`src/rtl/tick_bcd_display.sv`:
```
// Latches a 7-bit count, converts it to BCD serially and scans H/T/U/blank onto one 7-segment digit.
// Latency: a load reaches the display registers 8 clk after capture; a queued value takes 8 more.
// Backpressure: none; loads during conversion go to a 1-deep last-write-wins slot, busy_o shows it.
module tick_bcd_display #(
    parameter int DWELL    = 4,
    parameter bit BLANK_LZ = 1'b1
) (
    input  logic       clk,
    input  logic       rst_n,
    input  logic       ena,
    input  logic       tick_i,
    input  logic       load_i,
    input  logic [6:0] value_i,
    output logic [6:0] seg_o,
    output logic       dp_o,
    output logic [1:0] digit_sel_o,
    output logic       busy_o
);

    localparam int DW = (DWELL > 1) ? $clog2(DWELL) : 1;
    localparam logic [DW-1:0] DWELL_LAST = DW'(DWELL - 1);

    typedef enum logic {
        S_IDLE = 1'b0,
        S_CONV = 1'b1
    } conv_state_t;

    typedef enum logic [1:0] {
        PH_H     = 2'd0,
        PH_T     = 2'd1,
        PH_U     = 2'd2,
        PH_BLANK = 2'd3
    } phase_t;

    conv_state_t     state;
    logic [2:0]      step;
    logic [11:0]     bcd;
    logic [6:0]      bin;
    logic            pend_vld;
    logic [6:0]      pend_dat;
    logic [3:0]      disp_h;
    logic [3:0]      disp_t;
    logic [3:0]      disp_u;
    phase_t          phase;
    logic [DW-1:0]   dwell;
    logic [11:0]     bcd_adj;

    function automatic logic [3:0] nib_adj(input logic [3:0] n);
        return (n >= 4'd5) ? n + 4'd3 : n;
    endfunction

    function automatic logic [6:0] seg7(input logic [3:0] d);
        case (d)
            4'd0:    return 7'h3F;
            4'd1:    return 7'h06;
            4'd2:    return 7'h5B;
            4'd3:    return 7'h4F;
            4'd4:    return 7'h66;
            4'd5:    return 7'h6D;
            4'd6:    return 7'h7D;
            4'd7:    return 7'h07;
            4'd8:    return 7'h7F;
            4'd9:    return 7'h6F;
            default: return 7'h00;
        endcase
    endfunction

    assign bcd_adj = {nib_adj(bcd[11:8]), nib_adj(bcd[7:4]), nib_adj(bcd[3:0])};

    // Conversion FSM: 7 add-3/shift steps, then one commit edge that may chain the next value.
    always_ff @(posedge clk or negedge rst_n) begin
        if (!rst_n) begin
            state    <= S_IDLE;
            step     <= 3'd0;
            bcd      <= 12'd0;
            bin      <= 7'd0;
            pend_vld <= 1'b0;
            pend_dat <= 7'd0;
            disp_h   <= 4'd0;
            disp_t   <= 4'd0;
            disp_u   <= 4'd0;
            busy_o   <= 1'b0;
        end else if (ena) begin
            case (state)
                S_IDLE: begin
                    if (load_i) begin
                        bin    <= value_i;
                        bcd    <= 12'd0;
                        step   <= 3'd0;
                        state  <= S_CONV;
                        busy_o <= 1'b1;
                    end
                end
                S_CONV: begin
                    if (step != 3'd7) begin
                        bcd  <= {bcd_adj[10:0], bin[6]};
                        bin  <= {bin[5:0], 1'b0};
                        step <= step + 3'd1;
                        if (load_i) begin
                            pend_vld <= 1'b1;
                            pend_dat <= value_i;
                        end
                    end else begin
                        disp_h <= bcd[11:8];
                        disp_t <= bcd[7:4];
                        disp_u <= bcd[3:0];
                        bcd    <= 12'd0;
                        step   <= 3'd0;
                        // A load on the commit edge supersedes anything queued.
                        if (load_i) begin
                            bin      <= value_i;
                            pend_vld <= 1'b0;
                            busy_o   <= 1'b1;
                        end else if (pend_vld) begin
                            bin      <= pend_dat;
                            pend_vld <= 1'b0;
                            busy_o   <= 1'b1;
                        end else begin
                            state  <= S_IDLE;
                            busy_o <= 1'b0;
                        end
                    end
                end
                default: state <= S_IDLE;
            endcase
        end
    end

    // Display sequencer: free-running on tick_i, untouched by loads.
    always_ff @(posedge clk or negedge rst_n) begin
        if (!rst_n) begin
            phase <= PH_H;
            dwell <= '0;
        end else if (ena && tick_i) begin
            if (dwell == DWELL_LAST) begin
                dwell <= '0;
                phase <= phase_t'(phase + 2'd1);
            end else begin
                dwell <= dwell + DW'(1);
            end
        end
    end

    assign digit_sel_o = phase;

    always_comb begin
        seg_o = 7'h00;
        dp_o  = 1'b0;
        if (ena) begin
            case (phase)
                PH_H: begin
                    if (!(BLANK_LZ && disp_h == 4'd0))
                        seg_o = seg7(disp_h);
                end
                PH_T: begin
                    if (!(BLANK_LZ && disp_h == 4'd0 && disp_t == 4'd0))
                        seg_o = seg7(disp_t);
                end
                PH_U: begin
                    seg_o = seg7(disp_u);
                    dp_o  = 1'b1;
                end
                default: seg_o = 7'h00;
            endcase
        end
    end

endmodule

```
`config.mk`:
```
export PLATFORM = sky130hd
export DESIGN_NAME = tick_bcd_display
export DESIGN_NICKNAME = d
export VERILOG_FILES = /design/src/rtl/tick_bcd_display.sv
export SDC_FILE = /design/constraint.sdc
export NUM_CORES = 1
export LEC_CHECK = 0
export CAP_MARGIN = 10
export CORE_MARGIN = 2
export CORE_UTILIZATION = 42
export CTS_CLUSTER_SIZE = 28
export DETAILED_ROUTE_END_ITERATION = 10
export PLACE_DENSITY = 0.65
export SLEW_MARGIN = 15
export SYNTH_ARGS = -nofsm -noshare
export SYNTH_HDL_FRONTEND = slang
export SYNTH_SLANG_ARGS = --single-unit
export TNS_END_PERCENT = 1
```
`constraint.sdc`:
```
create_clock -name clk -period 2.1 [get_ports clk]
set_clock_uncertainty 0.05 [all_clocks]
set_input_delay 0.42 -clock clk [delete_from_list [all_inputs] [get_ports clk]]
set_output_delay 0.42 -clock clk [all_outputs]
set_load 0.03 [all_outputs]
```
==> reports/qor.txt <==
H-Tree Depth = 2
power per cell area = 999 nW/µm²
first-pass GRT wire length = 10.8 mm
initial core utilization = 0.440
Leak = 1.61 nW
RSZ-0062 raised after global routing = true
critical path arrival = 1.88 ns
Avg Cell Area, Syn = 9.69 µm²
Syn Nets = 352
row cnt = 30
clock sink count = 48
# diodes = 0
#FFs+latches synth = 48
die height = 88.8 µm
WL/cell = 13.6 µm
final worst slack = -0.252 ns
antenna-violating nets left = 0
failing checks = setup timing
Critical Path Source = disp_u[0]
CTS tree = built
post-DP HPWL = 4.72 mm
Gate power share = 0.475
first-pass detailed-route iteration total = 4
Yosys Warn Count = 0
Fillers = 620
Synth Flop Type = dfrtp_1
Worst-path clk slew = 0.09 ns
Sw Ratio = 0.388
top cells by area, synth = dfrtp_1 40%, ha_1 12%, mux2_2 7.1%
Worst Setup End Kind = primary output
Clock Power Share = 0.155
Yosys top cell area share = 0.397
Final setup viols = 7
clock tree buffer depth = 2
ys async rst share = 1.00
Post-CTS Setup Inserts = 0
Overflow after GRT = 0
Final Hold Fails = 0
Area growth syn-to-layout = 24.1%
Post-synth EDFFs = 0
initial antenna violation count = 0
via count = 2321
register area share after synthesis = 0.397
Worst R2R Setup Slack = 0.20 ns
Psw = 1.46 mW
Final Util = 0.546
vias in the first global route = 2268
CP required = 1.63 ns
Total GRT Usage = 0.175
P_int = 2.29 mW
Die ar. = 7890 µm²
Core Area = 6870 µm²
# IOs = 23
post-layout minimum cycle time = 2.35 ns
Max IR drop VDD = 0.366 mV
R2R Path End = bcd[11]
DIE WIDTH = 88.8 µm
largest net degree at the start of global routing = 26
Final #Nets = 399
clock root buffer = clkbuf_8
Inst Count DP = 448
port bufs = 22
Worst Reg-to-Reg Cells = 6
post-synthesis cell count = 312
fin crit share = 1.12
status = finished with violations
cell area after synthesis = 3020 µm²
fmax = 0.425 GHz
Yosys top cell by area = dfrtp_1
Max Slew Vio Count = 0
Seq pwr share = 0.370
worst hold slack = 0.0495 ns
cts bufs inserted = 5
layout cells sized above 1 = 0.278
Clock Latency Late Sink = 0.30 ns
worst hold-check path type = input port to asynchronous set/reset pin
max-cap violation count = 0
Yosys cell types = 47
CP startpoint kind = flip-flop
GPL Wtd Cong = 0.859
CTS Hold Bufs = 0
DRC Markers = 0
Reg2Reg Launch Point = step[0]
critical path peak fanout = 4
Vias per Instance = 5.09
crit path kind = flip-flop to primary output
Slew HR = 0.570
fin cells = 456
DRT iter0 DRCs = 110
Final Routed Wirelength = 6.19 mm
worst slew pin tran = 0.641 ns
## cell type report
class                      count  area (µm²)  area share
timing repair buffer          55         479       0.128
sequential                    48        1200       0.321
tap                           96         120      0.0320
multi-input combinational    228        1770       0.473
inverter                      21        78.8      0.0210
clock inverter                 2        13.8     0.00367
clock buffer                   6        82.6      0.0220
## timing repair
action / CTS / global route
pin swaps: 6 / 3
gates resized for setup: 23 / 0
endpoints found under the setup margin: 7 / 7
## worst max-delay path by stage
stage                          end  slack, ns  depth (start not counted)
final                     seg_o[0]      -0.25                          6
after global routing      seg_o[4]      -0.41                          8
after CTS                 seg_o[4]      -0.31                          8
after detailed placement  seg_o[4]      -0.05                          7
after global placement    seg_o[1]      -0.01                          5
after floorplan           seg_o[6]      -0.05                          6
## critical path, stage by stage, from the launching register on
cell,delay [ns]
dfrtp_1,0.42
ha_1,0.21
mux2_2,0.29
o22ai_1,0.24
a2bb2oi_1,0.12
a21oi_2,0.14
buf_4,0.16
## logic make-up after synthesis
logic type	after synthesis	share of synthesized area
and+or+nand+nor	72	0.123
DFF	48	0.397
muxes	25	0.0906
buffers and inverters	36	0.0538
adders and majority gates	28	0.116
AOI/OAI and AO/OA	97	0.202
xor gates and xnor gates	6	0.0174
## per-layer routing
layer / share of wire / track usage / up-vias
met5: 0 / 0 / -
met4: 0.019 / 0.0661 / 0
met3: 0.019 / 0.0233 / 9
met2: 0.47 / 0.284 / 28
met1: 0.49 / 0.238 / 1083
li1: - / - / 1201
## flip-flops by register name, indices dropped and copies added, names as in the netlist
name	flops
disp_u	4
pend_vld	1
state	1
bcd	12
bin	7
dwell	2
pend_dat	7
disp_t	4
busy_o	1
disp_h	4
digit_sel_o	2
step	3
## cell usage in the layout, fill, tap and decap left out, drive strengths merged
cell / Yosys / final
nor4b: 1 / 1
a21o: 2 / 2
xnor2: 4 / 4
nor3b: 3 / 3
nor2b: 2 / 2
nor2: 18 / 18
ha: 28 / 28
buf: 10 / 42
o21bai: 2 / 2
clkbuf: 5 / 6
a21oi: 19 / 19
clkinv: 0 / 1
or2: 2 / 2
o211ai: 3 / 3
mux2: 19 / 19
a31oi: 7 / 7
a2bb2oi: 2 / 2
o22ai: 13 / 13
a21boi: 1 / 1
a22oi: 2 / 2
nor3: 2 / 2
a32o: 2 / 2
a22o: 2 / 2
o21a: 1 / 1
nand2: 26 / 26
o32ai: 3 / 3
a31o: 1 / 1
o311ai: 1 / 1
nand2b: 14 / 14
clkdlybuf4s50: 0 / 13
mux2i: 6 / 6
a222oi: 1 / 1
and2: 1 / 1
o21ai: 34 / 34
inv: 21 / 22
dfrtp: 48 / 48
o31ai: 1 / 1
nor4bb: 1 / 1
nand3: 2 / 2
xor2: 2 / 2
## power by group through the flow
stage | Combinational (mW) | Clock [mW] | Sequential (mW)
after CTS | 1.78 | 0.599 | 1.39
after detailed placement | 1.70 | 0 | 1.40
final | 1.78 | 0.581 | 1.39
after global routing | 1.98 | 0.638 | 1.42
after floorplan | 1.14 | 0 | 1.40
after global placement | 1.66 | 0 | 1.38
## Yosys cell counts (all sizes together), types with 2 or more instances
library cell and count:
a21o 2, a21oi 19, a22o 2, a22oi 2, a2bb2oi 2, a31oi 7
a32o 2, buf 10, clkbuf 5, dfrtp 48, ha 28, inv 21
mux2 19, mux2i 6, nand2 26, nand2b 14, nand3 2, nor2 18
nor2b 2, nor3 2, nor3b 3, o211ai 3, o21ai 34, o21bai 2
o22ai 13, o32ai 3, or2 2, xnor2 4, xor2 2
## through the flow
| stage | setup WS [ns] | TNS (ns) | instance area (µm²) | power, mW |
|---|---|---|---|---|
| finish | -0.252 | -1.36 | 3750 | 3.75 |
| global route | -0.406 | -2.36 | 3750 | 4.04 |
| CTS | -0.309 | -1.50 | 3750 | 3.77 |
| detailed placement | -0.0507 | -0.223 | 3560 | 3.10 |
| global placement | -0.0108 | -0.0317 | 3560 | 3.04 |
| floorplan | -0.0493 | -0.0493 | 3060 | 2.54 |
Power figures use the tool's default switching activity.
